$ cat config.mk
export PLATFORM = sky130hd
export DESIGN_NAME = i2s_frame_sequencer
export DESIGN_NICKNAME = d
export VERILOG_FILES = /design/src/rtl/i2s_frame_sequencer.sv
export SDC_FILE = /design/constraint.sdc
export NUM_CORES = 1
export LEC_CHECK = 0
export CAP_MARGIN = 20
export CORE_UTILIZATION = 60
export DETAILED_ROUTE_END_ITERATION = 6
export GPL_TIMING_DRIVEN = 0
export HOLD_SLACK_MARGIN = 0.12
export PLACE_DENSITY = 0.84
export SLEW_MARGIN = 20
export SYNTH_ARGS = -nofsm -noshare
export SYNTH_HDL_FRONTEND = slang
export SYNTH_SLANG_ARGS = --single-unit
$ cat constraint.sdc
create_clock -name i2s_clk_i -period 6.5 [get_ports i2s_clk_i]
set_clock_uncertainty 0.2 [all_clocks]
set_input_delay 1.95 -clock i2s_clk_i [delete_from_list [all_inputs] [get_ports i2s_clk_i]]
set_output_delay 1.95 -clock i2s_clk_i [all_outputs]
set_load 0.01 [all_outputs]
$ cat src/rtl/i2s_frame_sequencer.sv
// Serial frame source: per row, a 16-bit header {nx_m1, ny_m1, 00, row} then W payload
// words fetched from a double-buffered frame memory; banks swap only between frames.
module i2s_frame_sequencer #(
  parameter int ROWS   = 32,
  parameter int ADDR_W = 14
) (
  input  logic              i2s_clk_i,
  input  logic              rst_n,
  input  logic              enable_i,
  input  logic [3:0]        cfg_nx_m1_i,
  input  logic [3:0]        cfg_ny_m1_i,
  input  logic              swap_req_i,
  output logic              swap_ack_o,
  output logic              mem_rd_en_o,
  output logic [ADDR_W-1:0] mem_addr_o,
  input  logic [15:0]       mem_rdata_i,
  output logic              i2s_data_o,
  output logic              row_start_o,
  output logic              frame_done_o,
  output logic              busy_o
);

  localparam int          OFF_W    = ADDR_W - 1;
  localparam logic [5:0]  ROW_LAST = 6'(ROWS - 1);

  typedef enum logic [1:0] {S_IDLE, S_HEADER, S_PAYLOAD} state_e;

  state_e            state_q;
  logic [3:0]        bit_q;
  logic [3:0]        x_q, y_q;
  logic [3:0]        nx_q, ny_q;
  logic [5:0]        row_q;
  logic [OFF_W-1:0]  off_q;
  logic              bank_q;
  logic [14:0]       sh_q;
  logic              data_q, rd_en_q, ack_q, row_start_q, frame_done_q, busy_q;
  logic [ADDR_W-1:0] addr_q;

  logic        last_bit, last_word, last_row, frame_end, start_frame;
  logic [15:0] hdr_frame, hdr_row;

  // The payload word count W = (nx+1)(ny+1) is walked as an x/y pair, so no multiply is needed.
  assign last_bit    = (bit_q == 4'd15);
  assign last_word   = (x_q == nx_q) && (y_q == ny_q);
  assign last_row    = (row_q == ROW_LAST);
  assign frame_end   = (state_q == S_PAYLOAD) && last_bit && last_word && last_row;
  assign start_frame = enable_i && ((state_q == S_IDLE) || frame_end);
  assign hdr_frame   = {cfg_nx_m1_i, cfg_ny_m1_i, 8'h00};
  assign hdr_row     = {nx_q, ny_q, 2'b00, row_q + 6'd1};

  // NOTE: every register here uses <= so all updates see pre-edge values, whatever the order.
  always_ff @(posedge i2s_clk_i or negedge rst_n) begin
    if (!rst_n) begin
      state_q      <= S_IDLE;
      bit_q        <= '0;
      x_q          <= '0;
      y_q          <= '0;
      nx_q         <= '0;
      ny_q         <= '0;
      row_q        <= '0;
      off_q        <= '0;
      bank_q       <= 1'b0;
      sh_q         <= '0;
      data_q       <= 1'b0;
      rd_en_q      <= 1'b0;
      ack_q        <= 1'b0;
      row_start_q  <= 1'b0;
      frame_done_q <= 1'b0;
      busy_q       <= 1'b0;
      addr_q       <= '0;
    end else begin
      rd_en_q      <= 1'b0;
      ack_q        <= 1'b0;
      row_start_q  <= 1'b0;
      frame_done_q <= 1'b0;

      case (state_q)
        S_IDLE: begin
          data_q <= 1'b0;
          busy_q <= 1'b0;
        end

        S_HEADER: begin
          bit_q <= bit_q + 4'd1;
          if (bit_q == 4'd0) begin
            rd_en_q <= 1'b1;
            addr_q  <= {bank_q, off_q};
            off_q   <= off_q + OFF_W'(1);
          end
          if (last_bit) begin
            state_q <= S_PAYLOAD;
            x_q     <= '0;
            y_q     <= '0;
            data_q  <= mem_rdata_i[15];
            sh_q    <= mem_rdata_i[14:0];
          end else begin
            data_q <= sh_q[14];
            sh_q   <= {sh_q[13:0], 1'b0};
          end
        end

        S_PAYLOAD: begin
          bit_q <= bit_q + 4'd1;
          if (bit_q == 4'd14 && last_word && last_row) frame_done_q <= 1'b1;
          // Prefetch the next payload word; the header that follows the last word needs no read.
          if (bit_q == 4'd0 && !last_word) begin
            rd_en_q <= 1'b1;
            addr_q  <= {bank_q, off_q};
            off_q   <= off_q + OFF_W'(1);
          end
          if (!last_bit) begin
            data_q <= sh_q[14];
            sh_q   <= {sh_q[13:0], 1'b0};
          end else if (!last_word) begin
            if (x_q == nx_q) begin
              x_q <= '0;
              y_q <= y_q + 4'd1;
            end else begin
              x_q <= x_q + 4'd1;
            end
            data_q <= mem_rdata_i[15];
            sh_q   <= mem_rdata_i[14:0];
          end else if (!last_row) begin
            state_q     <= S_HEADER;
            row_q       <= row_q + 6'd1;
            data_q      <= hdr_row[15];
            sh_q        <= hdr_row[14:0];
            row_start_q <= 1'b1;
          end else begin
            bank_q  <= bank_q ^ swap_req_i;
            ack_q   <= swap_req_i;
            state_q <= S_IDLE;
            data_q  <= 1'b0;
            busy_q  <= 1'b0;
          end
        end

        default: state_q <= S_IDLE;
      endcase

      // NOTE: placed after the case so that, being the later non-blocking write, it takes precedence.
      if (start_frame) begin
        state_q     <= S_HEADER;
        nx_q        <= cfg_nx_m1_i;
        ny_q        <= cfg_ny_m1_i;
        row_q       <= '0;
        bit_q       <= '0;
        off_q       <= '0;
        data_q      <= hdr_frame[15];
        sh_q        <= hdr_frame[14:0];
        row_start_q <= 1'b1;
        busy_q      <= 1'b1;
      end
    end
  end

  assign i2s_data_o   = data_q;
  assign mem_rd_en_o  = rd_en_q;
  assign mem_addr_o   = addr_q;
  assign swap_ack_o   = ack_q;
  assign row_start_o  = row_start_q;
  assign frame_done_o = frame_done_q;
  assign busy_o       = busy_q;

endmodule

After elaboration in Yosys (flattened, before gate mapping) --
Cells that the tools add are included.
Storage, ports and cells: input bits 28, output and inout port bits 20, word-level logic and storage cells 135, bits in registers 77
Operators by class: bitwise gates (word level) 1, mux-type cells 60, reductions and logical operators 30, equal/unequal tests 22, add/subtract/negate cells 5
Operators with widths (count):
- 15-bit 2-to-1 mux | 5
- 13-bit 2-to-1 mux | 3
- 4-bit 2-to-1 mux | 9
- 6-bit 2-to-1 mux | 5
- 15-bit case mux with 2 select lines | 1
- 14-bit 2-to-1 mux | 2
- 14-bit case mux with 2 select lines | 1
- 13-bit case mux with 2 select lines | 1
- 1-bit 2-to-1 mux | 23
- 4-bit AND reduction | 5
- 4-bit case mux with 2 select lines | 2
- 3-bit inequality test, second input constant | 5
- 13-bit by 1-bit adder with 13-bit output, second input constant | 1
- 4-bit by 1-bit adder with 4-bit output, second input constant | 3
- 2-bit inequality test, second input constant | 6
- 2-bit nonzero test | 5
- 4-bit == test | 2
- 4-bit == test, second input constant | 2
- 1-bit logical AND | 8
- 2-bit 2-to-1 mux | 4
- 6-bit by 1-bit adder with 6-bit output, second input constant | 1
- 6-bit by 5-bit == test with 1-bit output, second input constant | 1
- 2-bit case mux with 3 select lines | 1
- 3-bit AND reduction | 2
- other kinds (17) | 20

Logic depth before layout (Yosys ltp) --
Gate-level depths: netlist (run 1).
word-level depth 8, gate-level depth with buffers 10, mapped depth without buffers 7

Least setup slack after synthesis (run 1) --
No wires, ideal clock.
kind input to register, start point input enable_i, end point register bit_q[2], slack 3.115 ns, arrival time 3.053 ns, stages on the path 6, cells stage by stage inv_1 -> nor4_1 -> a41o_1 -> buf_2 -> clkbuf_1 -> nor2_1
On the way: word-level cells in the longest chain between the ends 2, elaborated cells between the ends (all ways) 3, those cells by class mux (1); reduce/logical (2)
Ends and longest elaborated chain:
- start: declaration | RTL line 9 | input logic enable_i,
- 1-bit logical AND * | RTL line 47 | assign start_frame = enable_i && ((state_q == S_IDLE) || frame_end);
- 4-bit 2-to-1 mux or 2-bit nonzero test (tied branches)
- end signal: assignment | RTL line 84 | bit_q <= bit_q + 4'd1;
- end signal: assignment | RTL line 103 | bit_q <= bit_q + 4'd1;
- end: declaration | RTL line 29 | logic [3:0] bit_q;
Every way passes the cells marked *; elsewhere a longest branch is shown, timed or not. A chain may end at the register's enable or synchronous reset.

Worst setup path in the final report (run 1) --
start point input enable_i, end point register bit_q[0]
Same word-level chain as after synthesis.

==> results of run 1 <==
## Yosys cell counts, drive strengths merged (12+ instances only)
master | instances | area, µm²
a21oi | 24 | 120
clkbuf | 18 | 67.6
dfrtp | 77 | 1930
inv | 12 | 45.0
mux2 | 15 | 169
nand2 | 54 | 203
nand3 | 13 | 65.1
nand4 | 19 | 119
nor2 | 29 | 109
o21ai | 20 | 111
o31ai | 17 | 133
xnor2 | 13 | 114
## power groups by stage
stage	Clock (W)	Sequential [W]	Combinational, W
floorplan	0	0.000488	0.00000178
finish	0.000359	0.000479	0.0000302
global route	0.000377	0.000479	0.0000337
detailed placement	0	0.000488	0.0000308
CTS	0.000358	0.000479	0.0000308
global placement	0	0.000488	0.0000286
## metrics by stage
stage               setup slack [ns]  power (W)  instance area [µm²]
finish                          2.52   0.000868                 5090
floorplan                       3.11   0.000490                 4270
detailed placement              2.19   0.000519                 4890
global route                    2.38   0.000889                 5090
global placement               0.641   0.000517                 4860
CTS                             2.55   0.000867                 5080
## final timing paths
check	from	to	slack, ns	depth (start not counted)
setup / recovery	enable_i	bit_q[0]	2.52	7
hold / removal	bank_q	bank_q	0.28	1
setup reg to reg	state_q[0]	sh_q[12]	3.53	9
hold reg to reg	bank_q	bank_q	0.28	1
max in group asynchronous	rst_n	sh_q[13]	4.25	2
min in group asynchronous	rst_n	mem_addr_o[3]	1.29	1
## logic make-up (layout without fill, tap and decap cells)
logic type / after synthesis / after routing / share of synthesized area
buf+inv: 38 / 102 / 0.0372
flops: 77 / 77 / 0.451
compound gates: 114 / 114 / 0.191
mux: 19 / 19 / 0.0489
simple gates: 163 / 163 / 0.197
xor+xnor: 21 / 21 / 0.0431
fa+ha+maj: 11 / 11 / 0.0322
## state kept, by name (all words and copies together), names as in the netlist
register and flops:
nx_q 4, row_q 6, mem_rd_en_o 1, ny_q 4, state_q 2, y_q 4, busy_o 1, i2s_data_o 1
row_start_o 1, x_q 4, swap_ack_o 1, bank_q 1, frame_done_o 1, off_q 13, sh_q 15, mem_addr_o 14
bit_q 4
## worst register-to-register path: cells and delay by family (launching register included)
family	cells	cell delay [ns]
AOI/OAI and AO/OA	2	0.42
adders and majority gates	1	0.28
buffers and inverters	4	0.89
DFF	1	0.43
and+or+nand+nor	2	0.67
## final cells by class
cell class,instances,area [µm²],share of cell area
buffer,26,114,0.0224
clock buffer,10,128,0.0251
clock inverter,6,63.8,0.0125
inverter,12,45.0,0.00886
multi-input combinational,328,2190,0.431
sequential,77,1930,0.379
tap,96,120,0.0236
timing repair buffer,48,495,0.0974
## layer usage
metal  global-route usage  vias to the layer above  routed length [µm]
met5                    0                        -                   0
met4                0.173                        0                 482
met3               0.0495                       46                 907
met2                0.542                      227                5400
met1                0.423                     1881                4610
li1                     -                     1777                   -
==> impl_metrics.ini, run 1 <==
[setup_path]
critPathKind = in2reg
crit_fanout = 10
crit_arrival_ns = 3.99
path_cells = clkdlybuf4s50_1 -> inv_1 -> nor4_1 -> a41o_1 -> buf_2 -> clkbuf_1 -> nor2_1
critPathMaxStageDelay_ns = 0.53
startpoint_type = primary input
slowest_stage = clkdlybuf4s50_1
crit_family = buffers and inverters
crit_buf_inv = 4
crit_required_ns = 6.51
critPathCaptureType = flop

[floorplan]
num_rows = 30
core-area_um2 = 6830
die_w_um = 86.4
floorplan.initialDensity = 0.625
die_area_um2 = 7460
io_pins = 48
die_y_um = 86.4

[cts]
insertion_delay_ns = 0.36
ctsResizeCount = 0
cts_buffers = 9
root_buffer = clkbuf_8
holdBufCountCts = 0
post_cts_buffers = 0
clkSlewWorstSetupHoldPaths_ns = 0.08
clk_path_buf_depth = 2
cts_max_level = 3
cts_tree = done
cts_sinks = 77

[timing]
final_max_slew_viol_count = 0
setup_viol = 0
hold_viol_final = 0
hold_ws_ns = 0.284
relSlewSlack = 0.413
finalCriticalPeriod_ns = 3.98
fmax_mhz = 251
tns_ns = 0
tightestPinTransition_ns = 0.874
rsz0062_at_grt = no
period_share = 0.613

[power]
internal-power_w = 0.000672
leakage_nw = 2.22
netSwitchingPower_w = 0.000196
clockPowerShare = 0.414
p_per_area_nw_per_um2 = 171
peakVddDrop_mv = 0.0953
sw_frac_of_total = 0.225
power_frac_comb = 0.035
p_seq_frac = 0.552

[synthesis]
ys_types = 50
syn-mean-instance-area_um2 = 9.64
synth_nets = 482
ys.flop_type = dfrtp_1
synth-edff-count = 0
syn-cell-area_um2 = 4270
syn_inst = 443
async_reset_ff_frac = 1.00
yosys_warnings = 0
ys_seq_area_frac = 0.451
synth-seq-cells = 77

[global_route]
grt_pass1_wl_um = 18800
grt_pass1_vias = 3868
grt_max_degree = 55
antenna_found_initial = 0
track_usage = 0.329
grt.overflow.total = 0

[place]
dpl.hpwl_um = 8040
placedCellCount = 587
io_buffers = 47
gp_congestion = 0.952

[job]
maxCapViolCount = 0

[detailed_routing]
wl_per_cell_um = 18.9
vias_per_cell = 6.52
first_pass_iters = 5
first_iter_violations = 371
drc = 0
num_vias = 3931
finalWirelength_um = 11400
ant_nets = 0

[cells_and_area]
layout-drive-gt1-share = 0.101
fin_util = 0.745
area_growth_pct = 19.1
final_cell_mix = dfrtp_1, nand2_1, clkdlybuf4s50_1
final_cell_count_no_fill = 603
fillers = 482
antennaDiodeCount = 0
num-nets-final = 541
final_common_cell = dfrtp_1

[min_path]
hp-class = reg2reg

[status]
status = finished, final reports clean
Power figures use the tool's default switching activity.
==> inputs of run 2 (changes only) <==
--- a/config.mk
+++ b/config.mk
@@ -6,11 +6,11 @@
 export NUM_CORES = 1
 export LEC_CHECK = 0
 export CAP_MARGIN = 20
-export CORE_UTILIZATION = 60
+export CORE_UTILIZATION = 51
 export DETAILED_ROUTE_END_ITERATION = 6
 export GPL_TIMING_DRIVEN = 0
 export HOLD_SLACK_MARGIN = 0.12
-export PLACE_DENSITY = 0.84
+export PLACE_DENSITY = 0.76
 export SLEW_MARGIN = 20
 export SYNTH_ARGS = -nofsm -noshare
 export SYNTH_HDL_FRONTEND = slang
==> constraint.sdc (replaced) <==
create_clock -name i2s_clk_i -period 3.5 [get_ports i2s_clk_i]
set_clock_uncertainty 0.2 [all_clocks]
set_input_delay 1.05 -clock i2s_clk_i [delete_from_list [all_inputs] [get_ports i2s_clk_i]]
set_output_delay 1.05 -clock i2s_clk_i [all_outputs]
set_load 0.01 [all_outputs]
==> run 2 against run 1 <==
Against the previous run: sequential cell count stayed put; die area rose by 17%; non-clock buffer count unchanged; sequential share of layout area shrank 0.47 points; count of clock-buffer cells in the layout is 3 higher; hold slack got worse by 0.015 ns; wire length shrank 0.98%; critical path depth shrank 1; register-to-register slack got worse by 2.9 ns.
==> impl_metrics.ini, run 2 (same netlist as run 1, synthesis figures left out) <==
[cts]
post_cts_buffers = 0
cts_sinks = 77
clkSlewWorstSetupHoldPaths_ns = 0.08
clk_path_buf_depth = 2
cts_buffers = 9
cts_tree = done
ctsResizeCount = 0
cts_max_level = 3
holdBufCountCts = 0
insertion_delay_ns = 0.36
root_buffer = clkbuf_8

[timing]
relSlewSlack = 0.188
tns_ns = 0
setup_viol = 0
layout_setup_ws_ns = 0.460
final_max_slew_viol_count = 0
finalCriticalPeriod_ns = 3.04
period_share = 0.869
rsz0062_at_grt = no
tightestPinTransition_ns = 1.20
fmax_mhz = 329
hold_viol_final = 0

[cells_and_area]
final_cell_mix = dfrtp_1, nand2_1, clkdlybuf4s50_1
layout-drive-gt1-share = 0.0986
final_cell_count_no_fill = 612
area_growth_pct = 20.6
antennaDiodeCount = 0
largest_reg_flops = 15
fillers = 675
final_common_cell = dfrtp_1
multi_input_area_um2 = 2190
ff_latch_area_um2 = 1930
largest_register = sh_q
num-nets-final = 541

[job]
maxCapViolCount = 0

[floorplan]
io_pins = 48
floorplan.initialDensity = 0.522
core-area_um2 = 8180
die_area_um2 = 8750
die_w_um = 93.5
num_rows = 33
die_y_um = 93.5

[global_route]
grt.overflow.total = 0
grt_max_degree = 41
antenna_found_initial = 0
grt_pass1_wl_um = 18300
track_usage = 0.273
grt_pass1_vias = 3700

[power]
sw_frac_of_total = 0.196
p_seq_frac = 0.492
peakVddDrop_mv = 0.187
netSwitchingPower_w = 0.000355
leakage_nw = 2.24
clockPowerShare = 0.478
p_per_area_nw_per_um2 = 351
p_total_w = 0.00181
internal-power_w = 0.00145
power_frac_comb = 0.030

[setup_path]
critPathKind = in2reg
worstSetupStartpoint = enable_i
critPathCaptureType = flop
crit_fanout = 9
timing.rr.start = state_q[0]
crit_arrival_ns = 3.06
startpoint_type = primary input
crit_required_ns = 3.52

[place]
dpl_worst_slack_ns = 0.0997
placedCellCount = 596
io_buffers = 47
dpl.hpwl_um = 8060
gp_congestion = 0.914

[detailed_routing]
drc = 0
first_iter_violations = 293
ant_nets = 0
vias_per_cell = 6.32
finalWirelength_um = 11300
num_vias = 3868
first_pass_iters = 5
wl_per_cell_um = 18.4

[min_path]
hold_start = bank_q
hp-class = reg2reg

[status]
status = finished, final reports clean
## run 2: cell types whose count changed in the layout (fill, tap and decap cells not counted), sizes merged
cell      change
clkinvlp      -2
clkinv        -3
clkbuf        +3
bufinv        +2
## run 2: path summary, 6_finish.rpt
kind                            endpoint  slack [ns]  depth (start not counted)
hold reg to reg                   bank_q        0.27                          1
min in group asynchronous  mem_addr_o[9]        0.45                          1
setup reg to reg                 sh_q[9]        0.58                          9
setup / recovery                 sh_q[9]        0.46                          6
max in group asynchronous        ny_q[3]        2.07                          2
hold / removal                    bank_q        0.27                          1
## run 2: area by class of cell
class | instances | area share
inverters | 12 | 0.00875
repair buffers | 48 | 0.0948
multi-input cells | 328 | 0.424
flip-flops and latches | 77 | 0.374
plain buffers | 26 | 0.0221
clock buffers | 13 | 0.0328
clock inverters | 3 | 0.0175
well taps | 105 | 0.0255
## run 2: power by group through the flow
stage	logic [W]	clock network, W	registers (W)
finish	0.0000548	0.000863	0.000889
global route	0.0000610	0.000911	0.000889
CTS	0.0000563	0.000872	0.000889
detailed placement	0.0000563	0	0.000906
global placement	0.0000532	0	0.000907
floorplan	0.00000330	0	0.000907
## run 2: through the flow
stage / hold slack, ns / util / instance area [µm²]
after floorplan: 0.235 / - / 4270
after global placement: 0.260 / 0.596 / 4870
after detailed placement: 0.265 / 0.598 / 4890
after CTS: 0.276 / 0.630 / 5150
after global routing: 0.291 / 0.630 / 5150
final: 0.270 / 0.630 / 5150
## run 2: metal layers
metal  global-route usage  share of wire  up-vias
met5                    0              0        -
met4                0.115          0.027        0
met3               0.0504          0.062       29
met2                0.426           0.48      164
met1                0.371           0.43     1906
li1                     -              -     1769
## run 2: worst max-delay path, cell delays in order
cell	delay, ns
clkdlybuf4s50_1	0.51
inv_1	0.05
nor4_1	0.40
a41oi_2	0.37
nand3_1	0.47
o221ai_1	0.20
